--- config.mk ---
export PLATFORM = sky130hd
export DESIGN_NAME = instr_fetch_seq_flat
export DESIGN_NICKNAME = d
export VERILOG_FILES = /design/src/rtl/instr_fetch_seq_pkg.sv /design/src/rtl/instr_fetch_seq_if.sv /design/src/rtl/instr_fetch_seq_opcode_length_rom.sv /design/src/rtl/instr_fetch_seq.sv /design/src/flat_wrapper.sv
export SDC_FILE = /design/constraint.sdc
export NUM_CORES = 1
export LEC_CHECK = 0
export BUFFER_PORTS_ARGS = -buffer_cell sky130_fd_sc_hd__buf_2
export CAP_MARGIN = 20
export CORE_MARGIN = 5
export CORE_UTILIZATION = 49
export DETAILED_ROUTE_END_ITERATION = 8
export PLACE_DENSITY = 0.77
export SLEW_MARGIN = 20
export SYNTH_ARGS = -nofsm -noshare
export SYNTH_HDL_FRONTEND = slang
export SYNTH_SLANG_ARGS = --single-unit
--- constraint.sdc ---
create_clock -name clk -period 2.5 [get_ports clk]
set_input_delay 0.375 -clock clk [delete_from_list [all_inputs] [get_ports clk]]
set_output_delay 0.375 -clock clk [all_outputs]
set_load 0.02 [all_outputs]
--- src/rtl/instr_fetch_seq_pkg.sv ---
// Shared types, defaults and the opcode length decode for the fetch sequencer.
// The decoder imports op_len from here so both sides agree on instruction size.
package instr_fetch_seq_pkg;

  localparam int unsigned FETCH_STATE_WIDTH = 2;
  localparam int unsigned DEF_ADDR_WIDTH    = 16;
  localparam int unsigned DEF_REG_WIDTH     = 8;
  localparam int unsigned OPERAND_WIDTH     = 16;
  localparam int unsigned OPCODE_WIDTH      = 8;
  localparam int unsigned LEN_WIDTH         = 2;
  localparam logic [15:0] DEF_RESET_PC      = 16'hFFFC;

  typedef enum logic [FETCH_STATE_WIDTH-1:0] {
    FS_FETCH_OP = 2'd0,
    FS_FETCH_LO = 2'd1,
    FS_FETCH_HI = 2'd2,
    FS_READY    = 2'd3
  } fetch_state_e;

  // Instruction length in bytes from the aaa_bbb_cc opcode fields.
  function automatic logic [LEN_WIDTH-1:0] op_len(input logic [OPCODE_WIDTH-1:0] op);
    logic [2:0]           aaa;
    logic [2:0]           bbb;
    logic [1:0]           cc;
    logic [LEN_WIDTH-1:0] len;
    aaa = op[7:5];
    bbb = op[4:2];
    cc  = op[1:0];
    len = 2'd1;
    case (cc)
      2'b01: len = (bbb == 3'b011 || bbb == 3'b110 || bbb == 3'b111) ? 2'd3 : 2'd2;
      2'b11: len = 2'd1;
      default: begin
        if (bbb == 3'b000) begin
          if (cc == 2'b00) begin
            if (aaa == 3'b000 || aaa == 3'b010 || aaa == 3'b011) len = 2'd1;
            else if (aaa == 3'b001)                              len = 2'd3;
            else                                                 len = 2'd2;
          end else begin
            len = 2'd2;
          end
        end else begin
          case (bbb)
            3'b001:  len = 2'd2;
            3'b010:  len = 2'd1;
            3'b011:  len = 2'd3;
            3'b100:  len = (cc == 2'b00) ? 2'd2 : 2'd1;
            3'b101:  len = 2'd2;
            3'b110:  len = 2'd1;
            default: len = 2'd3;
          endcase
        end
      end
    endcase
    return len;
  endfunction

endpackage

--- src/rtl/instr_fetch_seq_if.sv ---
// Memory-bus and decoder-side signals of the fetch sequencer.
// master is the sequencer view; slave is the memory/decoder/branch-unit view.
interface instr_fetch_seq_if
  import instr_fetch_seq_pkg::*;
#(
  parameter int unsigned ADDR_WIDTH = DEF_ADDR_WIDTH,
  parameter int unsigned REG_WIDTH  = DEF_REG_WIDTH
);

  logic                     mem_req;
  logic [ADDR_WIDTH-1:0]    mem_addr;
  logic [REG_WIDTH-1:0]     mem_rdata;
  logic                     mem_ack;
  logic                     sync;
  logic                     instr_valid;
  logic                     instr_accept;
  logic [REG_WIDTH-1:0]     opcode;
  logic [OPERAND_WIDTH-1:0] operand;
  logic [LEN_WIDTH-1:0]     instr_len;
  logic [ADDR_WIDTH-1:0]    instr_pc;
  logic                     redirect;
  logic [ADDR_WIDTH-1:0]    redirect_pc;

  modport master (
    output mem_req, mem_addr, sync, instr_valid, opcode, operand, instr_len, instr_pc,
    input  mem_rdata, mem_ack, instr_accept, redirect, redirect_pc
  );

  modport slave (
    input  mem_req, mem_addr, sync, instr_valid, opcode, operand, instr_len, instr_pc,
    output mem_rdata, mem_ack, instr_accept, redirect, redirect_pc
  );

endinterface

--- src/rtl/instr_fetch_seq_opcode_length_rom.sv ---
// Combinational opcode-to-length lookup, a thin wrapper around op_len.
module instr_fetch_seq_opcode_length_rom
  import instr_fetch_seq_pkg::*;
(
  input  logic [OPCODE_WIDTH-1:0] opcode,
  output logic [LEN_WIDTH-1:0]    len_c
);

  assign len_c = op_len(opcode);

endmodule

--- src/rtl/instr_fetch_seq.sv ---
// Instruction fetch sequencer: reads opcode and operand bytes at the fetch PC
// and hands the assembled instruction to the decoder with valid/accept.
module instr_fetch_seq
  import instr_fetch_seq_pkg::*;
#(
  parameter int unsigned           ADDR_WIDTH = DEF_ADDR_WIDTH,
  parameter int unsigned           REG_WIDTH  = DEF_REG_WIDTH,
  parameter logic [ADDR_WIDTH-1:0] RESET_PC   = ADDR_WIDTH'(DEF_RESET_PC)
) (
  input logic              clk,
  input logic              reset,
  instr_fetch_seq_if.master bus
);

  fetch_state_e             state_q,    state_d;
  logic [ADDR_WIDTH-1:0]    fetch_pc_q, fetch_pc_d;
  logic [ADDR_WIDTH-1:0]    mem_addr_q, mem_addr_d;
  logic                     mem_req_q,  mem_req_d;
  logic                     sync_q,     sync_d;
  logic                     valid_q,    valid_d;
  logic [REG_WIDTH-1:0]     opcode_q,   opcode_d;
  logic [OPERAND_WIDTH-1:0] operand_q,  operand_d;
  logic [LEN_WIDTH-1:0]     len_q,      len_d;
  logic [ADDR_WIDTH-1:0]    instr_pc_q, instr_pc_d;

  logic                     fire_c;
  logic [LEN_WIDTH-1:0]     rom_len_c;
  logic [ADDR_WIDTH-1:0]    pc_inc_c;

  instr_fetch_seq_opcode_length_rom u_len_rom (
    .opcode (OPCODE_WIDTH'(bus.mem_rdata)),
    .len_c  (rom_len_c)
  );

  // Data is only taken when our own request is out; ack alone means nothing.
  assign fire_c   = mem_req_q && bus.mem_ack;
  assign pc_inc_c = fetch_pc_q + ADDR_WIDTH'(1);

  always_comb begin
    state_d    = state_q;
    fetch_pc_d = fetch_pc_q;
    opcode_d   = opcode_q;
    operand_d  = operand_q;
    len_d      = len_q;
    instr_pc_d = instr_pc_q;

    if (bus.redirect) begin
      state_d    = FS_FETCH_OP;
      fetch_pc_d = bus.redirect_pc;
    end else begin
      case (state_q)
        FS_FETCH_OP: if (fire_c) begin
          opcode_d   = bus.mem_rdata;
          instr_pc_d = fetch_pc_q;
          operand_d  = '0;
          len_d      = rom_len_c;
          fetch_pc_d = pc_inc_c;
          state_d    = (rom_len_c == 2'd1) ? FS_READY : FS_FETCH_LO;
        end
        FS_FETCH_LO: if (fire_c) begin
          operand_d[7:0] = 8'(bus.mem_rdata);
          fetch_pc_d     = pc_inc_c;
          state_d        = (len_q == 2'd2) ? FS_READY : FS_FETCH_HI;
        end
        FS_FETCH_HI: if (fire_c) begin
          operand_d[15:8] = 8'(bus.mem_rdata);
          fetch_pc_d      = pc_inc_c;
          state_d         = FS_READY;
        end
        FS_READY: if (bus.instr_accept) begin
          state_d = FS_FETCH_OP;
        end
        default: state_d = FS_FETCH_OP;
      endcase
    end

    // Bus outputs are registered copies of what the next state will drive.
    mem_req_d  = (state_d != FS_READY);
    sync_d     = (state_d == FS_FETCH_OP);
    valid_d    = (state_d == FS_READY);
    mem_addr_d = fetch_pc_d;
  end

  always_ff @(posedge clk or posedge reset) begin
    if (reset) begin
      state_q    <= FS_FETCH_OP;
      fetch_pc_q <= RESET_PC;
      mem_addr_q <= RESET_PC;
      mem_req_q  <= 1'b0;
      sync_q     <= 1'b0;
      valid_q    <= 1'b0;
      opcode_q   <= '0;
      operand_q  <= '0;
      len_q      <= 2'd1;
      instr_pc_q <= '0;
    end else begin
      state_q    <= state_d;
      fetch_pc_q <= fetch_pc_d;
      mem_addr_q <= mem_addr_d;
      mem_req_q  <= mem_req_d;
      sync_q     <= sync_d;
      valid_q    <= valid_d;
      opcode_q   <= opcode_d;
      operand_q  <= operand_d;
      len_q      <= len_d;
      instr_pc_q <= instr_pc_d;
    end
  end

  assign bus.mem_req     = mem_req_q;
  assign bus.mem_addr    = mem_addr_q;
  assign bus.sync        = sync_q;
  assign bus.instr_valid = valid_q;
  assign bus.opcode      = opcode_q;
  assign bus.operand     = operand_q;
  assign bus.instr_len   = len_q;
  assign bus.instr_pc    = instr_pc_q;

endmodule

--- src/flat_wrapper.sv ---
// flat-port wrapper written by rule: the top's interface ports become plain ports
module instr_fetch_seq_flat import instr_fetch_seq_pkg::*;
#(
  parameter int unsigned           ADDR_WIDTH = DEF_ADDR_WIDTH,
  parameter int unsigned           REG_WIDTH  = DEF_REG_WIDTH,
  parameter logic [ADDR_WIDTH-1:0] RESET_PC   = ADDR_WIDTH'(DEF_RESET_PC)
)
  (clk, reset, bus_mem_req, bus_mem_addr, bus_sync, bus_instr_valid, bus_opcode, bus_operand, bus_instr_len, bus_instr_pc, bus_mem_rdata, bus_mem_ack, bus_instr_accept, bus_redirect, bus_redirect_pc);
  instr_fetch_seq_if #(.ADDR_WIDTH(ADDR_WIDTH), .REG_WIDTH(REG_WIDTH)) bus_i ();
  input logic clk;
  input logic reset;
  output wire logic [$bits(bus_i.mem_req)-1:0] bus_mem_req;
  output wire logic [$bits(bus_i.mem_addr)-1:0] bus_mem_addr;
  output wire logic [$bits(bus_i.sync)-1:0] bus_sync;
  output wire logic [$bits(bus_i.instr_valid)-1:0] bus_instr_valid;
  output wire logic [$bits(bus_i.opcode)-1:0] bus_opcode;
  output wire logic [$bits(bus_i.operand)-1:0] bus_operand;
  output wire logic [$bits(bus_i.instr_len)-1:0] bus_instr_len;
  output wire logic [$bits(bus_i.instr_pc)-1:0] bus_instr_pc;
  input wire logic [$bits(bus_i.mem_rdata)-1:0] bus_mem_rdata;
  input wire logic [$bits(bus_i.mem_ack)-1:0] bus_mem_ack;
  input wire logic [$bits(bus_i.instr_accept)-1:0] bus_instr_accept;
  input wire logic [$bits(bus_i.redirect)-1:0] bus_redirect;
  input wire logic [$bits(bus_i.redirect_pc)-1:0] bus_redirect_pc;
  assign bus_mem_req = bus_i.mem_req;
  assign bus_mem_addr = bus_i.mem_addr;
  assign bus_sync = bus_i.sync;
  assign bus_instr_valid = bus_i.instr_valid;
  assign bus_opcode = bus_i.opcode;
  assign bus_operand = bus_i.operand;
  assign bus_instr_len = bus_i.instr_len;
  assign bus_instr_pc = bus_i.instr_pc;
  assign bus_i.mem_rdata = bus_mem_rdata;
  assign bus_i.mem_ack = bus_mem_ack;
  assign bus_i.instr_accept = bus_instr_accept;
  assign bus_i.redirect = bus_redirect;
  assign bus_i.redirect_pc = bus_redirect_pc;
  instr_fetch_seq #(.ADDR_WIDTH(ADDR_WIDTH), .REG_WIDTH(REG_WIDTH), .RESET_PC(RESET_PC)) u_core (.clk(clk), .reset(reset), .bus(bus_i));
endmodule
Yosys cells after proc, flatten, opt, wreduce, memory -nomap -nowiden
Cells that the tools add are included.
- register bits after elaboration: 63
- input bits: 29
- output and inout port bits: 61
- logic and storage cells: 78
- add/subtract/negate cells: 1
- equality and inequality tests: 22
- multiplexer cells: 23
- bitwise operators: 1
- reduce and logical (&&, ||, !) cells: 21
- operators by type and width (kind ; count):
    $mux 16 ; 4
    $pmux 8 s2 ; 2
    $mux 2 ; 10
    $add 16x1->16 const B ; 1
    $eq 3x2->1 const B ; 4
    $eq 3x3->1 const B ; 4
    $eq 2x2->1 const B ; 5
    $mux 8 ; 1
    $pmux 2 s4 ; 1
    $reduce_and 4->1 ; 2
    $reduce_bool 2->1 ; 4
    $eq 2x1->1 const B ; 3
    $eq 3x1->1 const B ; 2
    $logic_not 2->1 ; 3
    $logic_not 3->1 ; 2
    $ne 2x1->1 const B ; 3
    $pmux 2 s3 ; 1
    $logic_or 1x1->1 ; 4
    $pmux 2 s2 ; 1
    $reduce_or 2->1 ; 2
    $mux 1 ; 3
    $reduce_and 3->1 ; 1
    $reduce_or 3->1 ; 1
    $ne 2x2->1 const B ; 1
    3 further kinds ; 3

Depth between registers and ports, before layout
- word-level depth: 13
- depth in mapped cells: 7
- gate-level depth less buffers: 5

Cells and area by module
From an unflattened synthesis, not the netlist that was laid out.
- cells, all modules: 261
- area total of the unflattened synthesis: 2847.7 µm²
- modules (own cells, without submodules) (module ; instances ; cells an instance ; area an instance (µm²) ; sequential area each (µm²)):
    instr_fetch_seq ; 1 ; 250 ; 2773.9 ; 1595.3
    instr_fetch_seq_opcode_length_rom ; 1 ; 11 ; 73.8 ; 0.0

Worst setup path before layout
OpenSTA, ideal clock, no wires.
- kind: register to register
- from: register u_core.fetch_pc_q[7]
- to: register u_core.fetch_pc_q[13]
- setup time: 77 ps
- data arrival time: 1891 ps
- required time: 2423 ps
- path slack: 532 ps
- cell stages (with the launch flop): 6
- buffers on the path: 1
- clock period less this slack: 1968 ps
- cell sequence: dfstp_2 -> nand2_1 -> or4_1 -> buf_2 -> or4_1 -> a31oi_1
- word-level cells in the longest chain between the ends: 4
- ends and longest elaborated chain (what ; RTL line ; RTL):
    from (decl) ; instr_fetch_seq.sv:16 ; logic [ADDR_WIDTH-1:0] fetch_pc_q, fetch_pc_d;
    from (signal assigned) ; instr_fetch_seq.sv:98 ; fetch_pc_q <= fetch_pc_d;
    $add 16x1->16 ; instr_fetch_seq.sv:37 ; assign pc_inc_c = fetch_pc_q + ADDR_WIDTH'(1);
    $mux 16 ; instr_fetch_seq.sv:52, instr_fetch_seq.sv:60, instr_fetch_seq.sv:65 ;
    $mux 16 ; - ;
    $mux 16 ; instr_fetch_seq.sv:47 ; if (bus.redirect) begin
No other way between the ends. The select of a mux whose other input is x is not followed.
A chain may end at the register's enable or synchronous reset.

Worst setup path in the final report
- from: register u_core.fetch_pc_q[7]
- to: register u_core.fetch_pc_q[14]
Same word-level chain as after synthesis.

==> reports/results.txt <==
Status: finished, final reports clean
Hold crit path type: in -> async
Remaining global-route overflow: 0
# DRC: 0
Reg2reg start: u_core.fetch_pc_q[7]$_DFFE_PP1P_
Power Density: 896 nW/um2
CP arrival: 2.29 ns
Initial Util: 51.1%
Buffers added on ports: 89
Post-synth top area share: 42.1%
Layout Cells excl Fill: 441
Syn Inst Count: 273
Worst reg2reg setup slack: 0.47 ns
Avg Vias per Cell: 5.46
Max cap viols: 0
Post-DP HPWL: 5.21 mm
Area of the mapped netlist: 2850 um2
Design area: 3570 um2
Final setup violation count: 0
Crit share post-route: 81.3%
Chip Width: 86.3 um
DRT Pass-1 Iters: 4
Commonest non-fill, non-tap cells in the layout: 89 x buf_2, 52 x nand2_1, 48 x dfrtp_1
Cell variety after synth: 38
WP data required: 2.76 ns
Placed cell area: 3390 um2
Initial antenna violation count: 0
Register area share after synthesis: 56.0%
Placer Congestion: 0.869
Setup bufs post-CTS: 0
Post-Synth XOR/XNOR Area: 0.307%
Setup WS post-layout: 0.467 ns
Synthesis-stage register bit count: 63
Synth Warn #: 0
Minimum clock period: 2.03 ns
Hold Fails Final Rpt: 0
Largest net degree at the start of global routing: 38
Post-Synth Adder-Cell Area: 0.439%
H-tree depth: 3
Io pins: 90
Leak Pwr: 0.00165 uW
Row count: 27
Vias in the first global route: 2,432
Final wirelength: 7.12 mm
PostCTS Resize Cnt: 0
Largest family of logic cells by synthesized area: simple AND/OR/NAND/NOR gates
FF-to-FF path depth: 4
Slew headroom: 60.9%
TritonCTS clock tree: built
Most area-hungry cell type in the Yosys netlist: dfrtp_1
1st-iter DRT viols: 148
Worst-path maximum fanout: 10
Share of layout cells above drive strength 1: 40.7%
Simple-Gate Fraction of Synth Area: 17.6%
Vias: 2,406
Syn nets: 303
Area growth syn-to-layout: 25.3%
RR Endpoint: u_core.fetch_pc_q[14]$_DFFE_PP1P_
Chip Height: 86.3 um
Crit end category: register
# hold bufs at CTS: 0
Kind of start point of the critical path: register
# nets final: 394
Synth Area in Compound Gates: 13.6%
Clk buf depth: 2
Post-synthesis mux area share: 9.44%
Number of CTS-inserted buffers: 9
Worst-path clk slew: 0.07 ns
Max Slew Vio Count: 0
Die area: 7440 um2
# diodes: 0
Placed cell count: 425
Top post-synthesis cells by area: dfrtp_1 42%, dfstp_2 14%, mux2_2 9.1%
Layout Skew: 0.00642 ns
DR WL/cell: 16.1 um
RSZ-0062 raised after global routing: false
Core box area: 5570 um2
Mean Syn Cell Area: 10.4 um2
Setup tns final: 0 ns
Pre-CTS setup slack: 0.499 ns
Fillers: 480
Worst skew pair latency: 0.34 ns
Most common cell after layout, fill and taps aside: buf_2
Final hold slack: 0.0981 ns
ANT nets after route: 0
Clk root buf: clkbuf_8
VDD IR max: 0.489 mV
Slew @ Worst Pin: 0.585 ns
Tot GR Track Use: 20.9%
First-pass GRT wire length: 12.2 mm
Crit Path Class: reg -> reg
Clock sink count: 63
Maximum clock frequency: 492 MHz
## per-stage QoR
stage | total power (uW) | util (%)
floorplan | 2020 | -
global placement | 2360 | 60.8
detailed placement | 2390 | 60.8
CTS | 3230 | 64.1
global route | 3390 | 64.1
finish | 3200 | 64.1
## worst max path at each step
| stage | start | end | slack, ns |
|---|---|---|---|
| 2_1_floorplan | u_core.fetch_pc_q[7]$_DFFE_PP1P_ | u_core.fetch_pc_q[13]$_DFFE_PP1P_ | 0.53 |
| 3_3_place_gp | bus_mem_ack | u_core.fetch_pc_q[13]$_DFFE_PP1P_ | 0.55 |
| 3_5_place_dp | u_core.fetch_pc_q[7]$_DFFE_PP1P_ | u_core.fetch_pc_q[14]$_DFFE_PP1P_ | 0.50 |
| 4_1_cts | u_core.fetch_pc_q[7]$_DFFE_PP1P_ | u_core.fetch_pc_q[14]$_DFFE_PP1P_ | 0.48 |
| 5_1_grt | u_core.fetch_pc_q[7]$_DFFE_PP1P_ | u_core.fetch_pc_q[14]$_DFFE_PP1P_ | 0.34 |
| 6_report | u_core.fetch_pc_q[7]$_DFFE_PP1P_ | u_core.fetch_pc_q[14]$_DFFE_PP1P_ | 0.47 |
## sequential cells by signal (all words and copies together), names as in the netlist
| signal | count |
|---|---|
| u_core.bus.instr_valid | 1 |
| u_core.bus.operand | 16 |
| u_core.fetch_pc_q | 16 |
| u_core.state_q | 2 |
| u_core.bus.sync | 1 |
| u_core.bus.instr_len | 2 |
| u_core.bus.opcode | 8 |
| u_core.bus.instr_pc | 16 |
| u_core.bus.mem_req | 1 |
## synth_stat cells
cell type and n:
a21bo_2 1, and2_1 3, o31a_1 2, nor4_1 3
o311ai_0 7, or3_1 8, xnor2_1 1, nand4b_1 1
nand2_1 52, a221o_1 1, dfrtp_1 48, nand4_1 2
a41o_1 1, a21o_1 2, and3_1 1, ha_1 1
dfstp_2 15, clkbuf_1 15, mux2i_1 1, nand2b_1 1
o31ai_1 5, nand3_1 8, nor3_1 2, a311oi_1 1
mux2_2 23, and2_4 1, nor4b_1 1, a22oi_1 1
nor2_1 11, a21oi_1 3, or4_1 6, o21ai_0 26
buf_2 1, a31oi_1 9, nand4bb_1 1, inv_1 4
nor2b_1 3, o2bb2ai_1 1
## layout make-up
class                      count  area (um2)  area share, %
sequential                    63        1600           44.7
multi-input combinational    190        1180           33.0
timing repair buffer          96         510           14.3
inverter                       4        15.0          0.420
clock inverter                 4        47.5           1.33
tap                           72        90.1           2.52
clock buffer                  12         135           3.78
## where the power goes
group          internal, uW  switching [uW]  total (uW)
Clock                   458             380         838
Combinational           367             590         957
Sequential             1270             136        1400
Total                  2090            1110        3200
## layer usage
layer	global-route usage, %	up-vias	wire length (um)
li1	-	1173	-
met1	28.6	1147	3320
met2	31.3	71	3260
met3	4.94	15	400
met4	9.63	0	149
met5	0	-	0
## cell families (layout without fill, tap and decap cells)
logic type	Yosys count	after routing
AOI/OAI and AO/OA	60	60
DFF	63	63
xor gates and xnor gates	1	1
muxes	24	24
adders and majority gates	1	1
and+or+nand+nor	104	104
buffers and inverters	20	116
## critical path: stages, from the launching register on
cell and delay (ns):
dfstp_2 0.57, nand2_1 0.07, or4_1 0.62, or4_1 0.51, a31oi_1 0.18
Note: power is estimated with default switching activity, not from simulation.
